### config.mk
export PLATFORM = sky130hd
export DESIGN_NAME = pipe_hazard_ctrl
export DESIGN_NICKNAME = d
export VERILOG_FILES = /design/src/rtl/pipe_pkg.sv /design/src/rtl/hazard_detect.sv /design/src/rtl/pipe_hazard_ctrl.sv
export SDC_FILE = /design/constraint.sdc
export NUM_CORES = 1
export LEC_CHECK = 0
export BUFFER_PORTS_ARGS = -buffer_cell sky130_fd_sc_hd__buf_2
export CAP_MARGIN = 10
export CELL_PAD_IN_SITES_DETAIL_PLACEMENT = 0
export CELL_PAD_IN_SITES_GLOBAL_PLACEMENT = 1
export CORE_MARGIN = 2
export CORE_UTILIZATION = 38
export CTS_CLUSTER_DIAMETER = 150
export CTS_CLUSTER_SIZE = 10
export DETAILED_ROUTE_END_ITERATION = 10
export PLACE_DENSITY_LB_ADDON = 0.1
export SYNTH_ARGS = -nofsm -noshare
export SYNTH_HDL_FRONTEND = slang
export SYNTH_SLANG_ARGS = --single-unit
export TNS_END_PERCENT = 10
### constraint.sdc
create_clock -name clk -period 4 [get_ports clk]
set_input_delay 1.2 -clock clk [delete_from_list [all_inputs] [get_ports clk]]
set_output_delay 1.2 -clock clk [all_outputs]
set_load 0.02 [all_outputs]
### src/rtl/pipe_pkg.sv
// Shared types and constants for the pipeline hazard sequencer.
package pipe_pkg;

    typedef enum logic [0:0] {
        RUN      = 1'b0,
        MEM_WAIT = 1'b1
    } state_e;

    localparam int MEM_RD = 1;
    localparam int MEM_WR = 0;

    localparam logic [4:0] REG_ZERO = 5'd0;

endpackage

### src/rtl/hazard_detect.sv
// Load-use detector: a load in EX whose destination feeds a source of the
// instruction in ID. Writes to r0 never create a dependency.
module hazard_detect
    import pipe_pkg::*;
(
    input  logic       ex_mem_read,
    input  logic [4:0] ex_rt,
    input  logic [4:0] id_rs,
    input  logic [4:0] id_rt,
    output logic       lu
);

    always_comb begin
        lu = ex_mem_read && (ex_rt != REG_ZERO) &&
             ((ex_rt == id_rs) || (ex_rt == id_rt));
    end

endmodule

### src/rtl/pipe_hazard_ctrl.sv
// Pipeline register sequencer: load-use bubbles, MEM-stage branch flushes and
// multi-cycle data-memory waits with timeout. Mealy outputs from state + inputs.
//
// state    | meaning
// RUN      | pipeline advancing; hazards resolved by priority
// MEM_WAIT | data memory access outstanding, whole pipeline frozen
module pipe_hazard_ctrl
    import pipe_pkg::*;
#(
    parameter int TIMEOUT_W = 4,
    parameter int TIMEOUT   = 12,
    parameter int CNT_W     = 16
) (
    input  logic             clk,
    input  logic             rst,
    input  logic [4:0]       id_rs,
    input  logic [4:0]       id_rt,
    input  logic             ex_mem_read,
    input  logic [4:0]       ex_rt,
    input  logic [1:0]       mem_mem,
    input  logic             mem_branch,
    input  logic             mem_zero,
    input  logic             dmem_ready,
    output logic             pc_en,
    output logic             ifid_en,
    output logic             idex_en,
    output logic             exmem_en,
    output logic             memwb_en,
    output logic             ifid_flush,
    output logic             idex_flush,
    output logic             exmem_flush,
    output logic             memwb_flush,
    output logic             dmem_req,
    output logic             timeout_err,
    output logic [CNT_W-1:0] stall_cnt
);

    localparam logic [TIMEOUT_W-1:0] TO_VAL  = TIMEOUT_W'(TIMEOUT);
    localparam logic [TIMEOUT_W-1:0] CNT_ONE = TIMEOUT_W'(1);
    localparam logic [TIMEOUT_W-1:0] CNT_ZERO = '0;

    state_e               state_q, state_d;
    logic [TIMEOUT_W-1:0] wait_cnt_q, wait_cnt_d;
    logic                 timeout_err_q, timeout_err_d;
    logic [CNT_W-1:0]     stall_cnt_q, stall_cnt_d;

    logic mem_op, br, lu, stall;

    hazard_detect u_hazard_detect (
        .ex_mem_read (ex_mem_read),
        .ex_rt       (ex_rt),
        .id_rs       (id_rs),
        .id_rt       (id_rt),
        .lu          (lu)
    );

    assign mem_op = mem_mem[MEM_RD] | mem_mem[MEM_WR];
    assign br     = mem_branch & mem_zero;

    always_comb begin
        pc_en         = 1'b1;
        ifid_en       = 1'b1;
        idex_en       = 1'b1;
        exmem_en      = 1'b1;
        memwb_en      = 1'b1;
        ifid_flush    = 1'b0;
        idex_flush    = 1'b0;
        exmem_flush   = 1'b0;
        memwb_flush   = 1'b0;
        dmem_req      = mem_op;
        stall         = 1'b0;
        state_d       = state_q;
        wait_cnt_d    = wait_cnt_q;
        timeout_err_d = timeout_err_q;

        case (state_q)
            RUN: begin
                // A nonzero count in RUN marks the cycle after a timeout:
                // the abandoned op is still sitting in EX/MEM and is killed here.
                if (wait_cnt_q != CNT_ZERO) begin
                    exmem_flush = 1'b1;
                    wait_cnt_d  = CNT_ZERO;
                end else if (mem_op && !dmem_ready) begin
                    pc_en       = 1'b0;
                    ifid_en     = 1'b0;
                    idex_en     = 1'b0;
                    exmem_en    = 1'b0;
                    memwb_en    = 1'b0;
                    memwb_flush = 1'b1;
                    stall       = 1'b1;
                    state_d     = MEM_WAIT;
                    wait_cnt_d  = CNT_ONE;
                end else if (br) begin
                    ifid_flush  = 1'b1;
                    idex_flush  = 1'b1;
                    exmem_flush = 1'b1;
                end else if (lu) begin
                    pc_en      = 1'b0;
                    ifid_en    = 1'b0;
                    idex_flush = 1'b1;
                    stall      = 1'b1;
                end
            end
            MEM_WAIT: begin
                pc_en       = 1'b0;
                ifid_en     = 1'b0;
                idex_en     = 1'b0;
                exmem_en    = 1'b0;
                memwb_en    = 1'b0;
                memwb_flush = 1'b1;
                stall       = 1'b1;
                if (dmem_ready) begin
                    state_d    = RUN;
                    wait_cnt_d = CNT_ZERO;
                end else if (wait_cnt_q == TO_VAL) begin
                    timeout_err_d = 1'b1;
                    state_d       = RUN;
                    wait_cnt_d    = TO_VAL;
                end else begin
                    wait_cnt_d = wait_cnt_q + CNT_ONE;
                end
            end
            default: begin
                state_d    = RUN;
                wait_cnt_d = CNT_ZERO;
            end
        endcase

        stall_cnt_d = stall_cnt_q;
        if (stall && (stall_cnt_q != {CNT_W{1'b1}})) begin
            stall_cnt_d = stall_cnt_q + CNT_W'(1);
        end

        // Reset holds every stage register in bubble regardless of state.
        if (!rst) begin
            pc_en       = 1'b0;
            ifid_en     = 1'b0;
            idex_en     = 1'b0;
            exmem_en    = 1'b0;
            memwb_en    = 1'b0;
            ifid_flush  = 1'b1;
            idex_flush  = 1'b1;
            exmem_flush = 1'b1;
            memwb_flush = 1'b1;
            dmem_req    = 1'b0;
        end
    end

    always_ff @(posedge clk or negedge rst) begin
        if (!rst) begin
            state_q       <= RUN;
            wait_cnt_q    <= '0;
            timeout_err_q <= 1'b0;
            stall_cnt_q   <= '0;
        end else begin
            state_q       <= state_d;
            wait_cnt_q    <= wait_cnt_d;
            timeout_err_q <= timeout_err_d;
            stall_cnt_q   <= stall_cnt_d;
        end
    end

    assign timeout_err = timeout_err_q;
    assign stall_cnt   = stall_cnt_q;

endmodule

==> results of run 1 <==
[flip-flops by register name, summed over array words and instances, names as in the netlist]
name,count
stall_cnt,16
state_q,1
timeout_err,1
wait_cnt_q,4
[power groups by stage]
stage / Clock, mW / Combinational, mW / Sequential, mW
after floorplan: 0 / 0.272 / 0.359
after global placement: 0 / 0.398 / 0.328
after detailed placement: 0 / 0.402 / 0.332
after CTS: 0.173 / 0.404 / 0.328
after global routing: 0.185 / 0.441 / 0.337
final: 0.169 / 0.400 / 0.326
[worst min-delay path by stage]
stage | start | end | slack [ns] | depth (start not counted)
floorplan | wait_cnt_q[0]$_DFFE_PN0P_ | wait_cnt_q[0]$_DFFE_PN0P_ | 0.46 | 1
global placement | timeout_err$_DFFE_PN0P_ | timeout_err$_DFFE_PN0P_ | 0.46 | 1
detailed placement | timeout_err$_DFFE_PN0P_ | timeout_err$_DFFE_PN0P_ | 0.46 | 1
CTS | timeout_err$_DFFE_PN0P_ | timeout_err$_DFFE_PN0P_ | 0.50 | 1
global route | timeout_err$_DFFE_PN0P_ | timeout_err$_DFFE_PN0P_ | 0.52 | 1
finish | timeout_err$_DFFE_PN0P_ | timeout_err$_DFFE_PN0P_ | 0.49 | 1
[logic make-up after synthesis]
kind of cell / share of synthesized area, %
DFF: 41.5
xor gates and xnor gates: 16.5
buffers and inverters: 3.77
and+or+nand+nor: 23.6
adders and majority gates: 2.83
muxes: 1.98
AOI/OAI and AO/OA: 9.90
[final cells by class]
class                      instances  area share, %
multi-input combinational        109           43.7
sequential                        22           33.0
timing repair buffer              52           16.0
tap                               46           3.45
clock inverter                     1           1.80
clock buffer                       3           1.35
inverter                           3          0.674
[metrics by stage]
stage	total power, mW	utilization [%]
6_report	0.896	50.1
5_1_grt	0.963	50.1
4_1_cts	0.905	50.1
3_5_place_dp	0.734	48.5
3_3_place_gp	0.726	48.5
2_1_floorplan	0.630	-
[cell usage after synthesis]
cell	count
a21oi_1	5
a21oi_2	1
a22oi_1	1
a31oi_1	1
and2_1	2
and3_1	2
buf_2	1
buf_4	3
buf_6	1
dfrtp_1	22
ha_1	3
inv_1	3
mux2_1	1
mux2_4	1
nand2_1	13
nand2b_1	1
nand2b_2	1
nand3_1	12
nand3b_1	1
nand4_1	8
nand4b_1	2
nor2_1	10
nor2b_1	1
nor3_1	4
nor4_1	1
o21a_1	1
o21ai_0	4
o21ai_2	1
o21ai_4	1
o21bai_1	2
o2bb2ai_1	1
o31ai_1	1
or3b_4	1
or4_1	1
xnor2_1	14
xor2_1	11
[critical path: stages]
cell,delay [ns]
buf_2,0.12
or4_1,0.54
o21ai_2,0.14
nor2_1,0.08
a21oi_1,0.12
o21ai_0,0.08
buf_2,0.17
[metal layers]
layer	GRT usage (%)	routed length [microns]	vias up
li1	-	-	595
met1	20.2	1260	560
met2	24.5	1300	32
met3	3.21	156	2
met4	3.61	16	0
met5	0	0	-
==> out/metrics.cfg, run 1 <==
[yosys]
yosysTopAreaCellShare_pct=41.5
syn-num-nets=165
seq_area_frac_synth_pct=41.5
ys_ff_latch=22
syn_avg_cell_area_sq_um=9.55
synthTopCellsByArea=dfrtp_1, xnor2_1, xor2_1
netlist_instances=139
ys.warnings.count=0
synth_cell_types=36
yosysTopAreaCell=dfrtp_1
syn_area_sq_um=1330

[grt]
antenna_found_initial=0
overflow=0
grt_pass1_wl_microns=4970
grt_max_degree=16
first_global_vias=1138
grtUsageTotal_pct=15.0

[floorplanning]
start_util_pct=39.8
die_area_sq_um=3980
row_count=21
fp.dieH_microns=63.1
die_w_microns=63.1
ioPinCount=50
coreArea_sq_um=3340

[clock_network]
ctsResizeCount=0
cts-root-buf=clkbuf_4
post-cts-setup-buffers=0
cts_buffers=3
cts_num_sinks=22
postCtsHoldBufs=0
cts_tree=done
clock_latency_ns=0.31
clockBufferDepth=2
path_clk_slew_ns=0.12
htree_levels=1

[drt]
detail-route-antenna-nets=0
drtIter0Drc=29
wl_microns=2740
via_per_inst=5.04
num_vias=1189
first_pass_iters=5
drc=0
wl_per_cell_microns=11.6

[timing]
max_slew_margin_pct=61.9
maxSlewViolCount=0
max_freq_mhz=274
hold_viol_final=0
setup_viol=0
fin_worst_skew_ns=0.00989
post-route-period-util_pct=91.3
period_needed_ns=3.65
tns_ns=0
worst_pin_slew_ns=0.570
final.setup.worst_slack_ns=0.349
rsz0062_at_grt=false
fin_hold_ws_ns=0.494

[placed_design]
globalplace.congestion=0.823
dp_slack_ns=0.340
post-dp-hpwl_microns=2200
port_buffers=49
placed_cells=232
dpl_cell_area_sq_um=1620

[cells_and_area]
multi_input_area_sq_um=731
fin_area_sq_um=1670
stdcell_count=236
drive_above_1_share_pct=33.2
final_cell_mix=buf_2, dfrtp_1, xnor2_1
final_common_cell=buf_2
n_antenna_cell=0
seq_area_sq_um=551
nets=217
area_growth_pct=25.8
fillers=349

[worst_setup_path]
criticalPathCategory=input port to output pin
timing.critical_path.from=ex_rt[0]
r2r-end=stall_cnt[1]$_DFFE_PN0P_
end_kind=output pin
crit_path_max_fanout=3
worstSetupStartpointType=input port
required_ns=2.80
r2r_slack_ns=1.66
r2r_start=wait_cnt_q[0]$_DFFE_PN0P_
rr_worst_depth=8
critPathCapture=idex_flush
arrival_ns=2.45

[status]
outcome=finished, final reports clean

[power]
vdd_drop_max_uv=266
p_leak_nw=0.781
p_clk_share_pct=18.9
power.density_nw_per_um2=536
p_seq_share_pct=36.5
combPwrFrac_pct=44.7
swShare_pct=40.7
switchingPower_mw=0.364
power.internal_mw=0.531

[hold_path]
hold_path_class=flip-flop to flip-flop

[flow_run]
cap_violations=0

Power figures use the tool's default switching activity.
==> inputs of run 2 (changes only) <==
==> constraint.sdc (replaced) <==
create_clock -name clk -period 4.55 [get_ports clk]
set_input_delay 1.365 -clock clk [delete_from_list [all_inputs] [get_ports clk]]
set_output_delay 1.365 -clock clk [all_outputs]
set_load 0.02 [all_outputs]
==> out/metrics.cfg, run 2 (synthesis results as in run 1) <==
[status]
outcome=finished, final reports clean

[grt]
antenna_found_initial=0
overflow=0
grtUsageTotal_pct=14.8
grt_pass1_wl_microns=4730
first_global_vias=1169
grt_max_degree=20

[clock_network]
postCtsHoldBufs=0
post-cts-setup-buffers=0
clockBufferDepth=2
htree_levels=1
cts_num_sinks=22
path_clk_slew_ns=0.11
cts-root-buf=clkbuf_4
cts_buffers=3
clock_latency_ns=0.31
cts_tree=done
ctsResizeCount=0

[timing]
maxSlewViolCount=0
rsz0062_at_grt=false
hold_viol_final=0
period_needed_ns=4.07
worst_pin_slew_ns=0.586
post-route-period-util_pct=89.5
setup_viol=0
max_freq_mhz=246
fin_worst_skew_ns=0.0161
tns_ns=0
max_slew_margin_pct=60.8

[worst_setup_path]
r2r_slack_ns=2.22
end_kind=output pin
crit_path_max_fanout=5
r2r_start=wait_cnt_q[0]$_DFFE_PN0P_
criticalPathCategory=input port to output pin
required_ns=3.18
arrival_ns=2.71
rr_worst_depth=8
r2r-end=stall_cnt[1]$_DFFE_PN0P_
worstSetupStartpointType=input port

[hold_path]
hold_end=stall_cnt[15]$_DFFE_PN0P_
whs_path_depth=1
hold_path_class=flip-flop to flip-flop
hp-start=stall_cnt[15]$_DFFE_PN0P_

[cells_and_area]
drive_above_1_share_pct=31.9
utilization_pct=49.5
final_cell_mix=buf_2, dfrtp_1, xnor2_1
final_common_cell=buf_2
area_growth_pct=24.4
nets=215
n_antenna_cell=0
largest_reg_flops=16

[drt]
drc=0
drtIter0Drc=40
first_pass_iters=4
wl_microns=2730
via_per_inst=4.97
detail-route-antenna-nets=0
wl_per_cell_microns=11.7
num_vias=1163

[floorplanning]
die_w_microns=63.1
row_count=21
start_util_pct=39.8
fp.dieH_microns=63.1
ioPinCount=50
die_area_sq_um=3980
coreArea_sq_um=3340

[power]
vdd_drop_max_uv=299
p_leak_nw=0.771
power.density_nw_per_um2=472

[placed_design]
post-dp-hpwl_microns=2210
globalplace.congestion=0.863
port_buffers=49

[flow_run]
cap_violations=0

run 2: cell types whose count changed in the layout (fill, tap and decap cells not counted):
cell,previous run,this run
buf_4,3,1
a21oi_1,4,5
a21oi_2,2,1
run 2: routing by layer:
metal | part of all wire, % | global-route usage, % | wire (microns) | vias up
met1 | 42 | 16.5 | 1160 | 550
li1 | - | - | - | 583
met2 | 52 | 27.5 | 1420 | 28
met4 | 0.73 | 6.39 | 20 | 0
met5 | 0 | 0 | 0 | -
met3 | 5.1 | 2.32 | 139 | 2
run 2: worst max-delay path by stage:
stage / startpoint / to / slack (ns)
final: mem_mem[0] / ifid_en / 0.48
after global placement: mem_mem[0] / pc_en / 0.53
after global routing: mem_mem[0] / ifid_en / 0.29
after floorplan: mem_mem[0] / pc_en / 0.16
after detailed placement: mem_mem[0] / ifid_en / 0.45
after CTS: mem_mem[0] / ifid_en / 0.44
run 2: power breakdown:
group / total, mW / leakage [nW] / internal (mW) / switching [mW]
clock: 0.150 / 0.0279 / 0.0890 / 0.0605
combinational: 0.345 / 0.451 / 0.138 / 0.207
sequential: 0.285 / 0.293 / 0.237 / 0.0482
run 2: worst max-delay path, stage by stage:
cell and delay (ns):
buf_2 0.10, o21bai_1 0.32, nor2_1 0.09, nor2_1 0.21
and2_1 0.22, inv_1 0.07, a21oi_1 0.14, buf_2 0.19
run 2: final cells by class:
cell class | count | area [sq um]
Multi-Input combinational cell | 109 | 727
Clock buffer | 3 | 22.5
Sequential cell | 22 | 551
Clock inverter | 1 | 30.0
Tap cell | 46 | 57.6
Inverter | 3 | 11.3
Fill cell | 337 | 1690
Timing Repair Buffer | 50 | 253
run 2: through the flow:
| stage | hold WS, ns | setup slack (ns) | power [mW] | cells | cell area, sq um |
|---|---|---|---|---|---|
| final | 0.497 | 0.477 | 0.780 | 234 | 1650 |
| after global routing | 0.533 | 0.292 | 0.846 | 234 | 1650 |
| after CTS | 0.511 | 0.435 | 0.791 | 234 | 1650 |
| after detailed placement | 0.483 | 0.448 | 0.640 | 230 | 1600 |
| after global placement | 0.459 | 0.532 | 0.634 | 230 | 1600 |
| after floorplan | 0.464 | 0.155 | 0.552 | 139 | 1330 |
==> inputs of run 3 (changes only) <==
--- a/config.mk
+++ b/config.mk
@@ -10,9 +10,9 @@
 export CELL_PAD_IN_SITES_DETAIL_PLACEMENT = 0
 export CELL_PAD_IN_SITES_GLOBAL_PLACEMENT = 1
 export CORE_MARGIN = 2
-export CORE_UTILIZATION = 38
+export CORE_UTILIZATION = 36
 export CTS_CLUSTER_DIAMETER = 150
-export CTS_CLUSTER_SIZE = 10
+export CTS_CLUSTER_SIZE = 8
 export DETAILED_ROUTE_END_ITERATION = 10
 export PLACE_DENSITY_LB_ADDON = 0.1
 export SYNTH_ARGS = -nofsm -noshare
==> constraint.sdc (replaced) <==
create_clock -name clk -period 4.4 [get_ports clk]
set_input_delay 1.32 -clock clk [delete_from_list [all_inputs] [get_ports clk]]
set_output_delay 1.32 -clock clk [all_outputs]
set_load 0.02 [all_outputs]
==> out/metrics.cfg, run 3 (synthesis results as in run 1) <==
[floorplanning]
fp.dieH_microns=64.7
ioPinCount=50
coreArea_sq_um=3610
start_util_pct=36.8
die_area_sq_um=4190
row_count=22
die_w_microns=64.7

[placed_design]
post-dp-hpwl_microns=2310
globalplace.congestion=0.767
port_buffers=49

[worst_setup_path]
worstSetupStartpointType=input port
r2r_start=wait_cnt_q[0]$_DFFE_PN0P_
end_kind=output pin
crit_path_max_fanout=5
arrival_ns=2.63
r2r_slack_ns=2.08
required_ns=3.08
criticalPathCategory=input port to output pin
r2r-end=stall_cnt[1]$_DFFE_PN0P_
rr_worst_depth=8

[grt]
antenna_found_initial=0
grt_max_degree=18
grt_pass1_wl_microns=4970
overflow=0
grtUsageTotal_pct=15.0
first_global_vias=1139

[clock_network]
path_clk_slew_ns=0.08
cts_buffers=3
cts-root-buf=clkbuf_8
cts_num_sinks=22
post-cts-setup-buffers=0
clock_latency_ns=0.26
htree_levels=1
ctsResizeCount=0
cts_tree=done
postCtsHoldBufs=0
clockBufferDepth=2

[cells_and_area]
drive_above_1_share_pct=31.9
final_cell_mix=buf_2, dfrtp_1, xnor2_1
largest_reg_flops=16
n_antenna_cell=0
nets=215
area_growth_pct=26.0
fillers=383
final_common_cell=buf_2

[drt]
wl_met1_microns=1290
wl_microns=2900
num_vias=1192
highest_layer=met4
met3_length_microns=179
first_pass_iters=4
via_per_inst=5.05
drtIter0Drc=60
drc=0
detail-route-antenna-nets=0
wl_per_cell_microns=12.3
met2_length_microns=1370

[timing]
hold_viol_final=0
tns_ns=0
setup_viol=0
max_slew_margin_pct=59.9
period_needed_ns=3.95
rsz0062_at_grt=false
worst_pin_slew_ns=0.599
maxSlewViolCount=0
fin_worst_skew_ns=0.00410
max_freq_mhz=253
post-route-period-util_pct=89.9

[power]
vdd_drop_max_uv=239
finalPower_mw=0.848
p_seq_share_pct=35.1
swShare_pct=39.8
combPwrFrac_pct=42.7
power.internal_mw=0.511
power.density_nw_per_um2=507
p_leak_nw=0.779
p_clk_share_pct=22.3
switchingPower_mw=0.337

[hold_path]
hp-start=timeout_err$_DFFE_PN0P_
hold_end=timeout_err$_DFFE_PN0P_
whs_path_depth=1
hold_path_class=flip-flop to flip-flop

[status]
outcome=finished, final reports clean

[flow_run]
cap_violations=0

run 3: cell counts in the layout (fill, tap and decap cells not counted):
Identical to the previous run, type by type.
run 3: how the worst max path moves through the flow:
stage / start / to / slack, ns / cells after the start
detailed placement: mem_mem[0] / ifid_en / 0.44 / 8
CTS: mem_mem[0] / ifid_en / 0.43 / 8
global route: mem_mem[0] / ifid_en / 0.22 / 8
floorplan: mem_mem[0] / pc_en / 0.1 / 7
global placement: mem_mem[0] / pc_en / 0.50 / 8
finish: mem_mem[0] / ifid_en / 0.45 / 8
run 3: layer usage:
metal  track usage, %  up-vias
li1                 -      584
met1             18.7      560
met2             26.2       43
met3             1.22        5
met4             7.18        0
met5                0        -
run 3: critical path, cell delays in order:
cell,delay [ns]
buf_2,0.10
o21bai_1,0.32
nor2_1,0.09
nor2_1,0.21
and2_1,0.21
inv_1,0.06
a21oi_1,0.13
buf_2,0.19
run 3: power by group through the flow:
stage	Clock, mW	Combinational (mW)	Sequential (mW)
2_1_floorplan	0	0.245	0.326
4_1_cts	0.196	0.367	0.297
6_report	0.189	0.362	0.297
3_3_place_gp	0	0.361	0.299
3_5_place_dp	0	0.365	0.301
5_1_grt	0.203	0.401	0.307
run 3: layout make-up:
class	count	area, sq um	area share (%)
timing repair buffer	50	253	15.1
clock buffer	3	41.3	2.47
clock inverter	1	30.0	1.80
multi-input combinational	109	727	43.5
tap	48	60.1	3.59
sequential	22	551	32.9
inverter	3	11.3	0.673
run 3: per-stage QoR:
step           hold slack (ns)  setup WS, ns  cell area [sq um]  instances  utilization [%]
6_report                 0.494         0.446               1670        236             46.4
5_1_grt                  0.516         0.222               1670        236             46.4
3_3_place_gp             0.463         0.497               1600        232             44.4
3_5_place_dp             0.471         0.437               1600        232             44.4
2_1_floorplan            0.464        0.0952               1330        139                -
4_1_cts                  0.495         0.426               1670        236             46.4
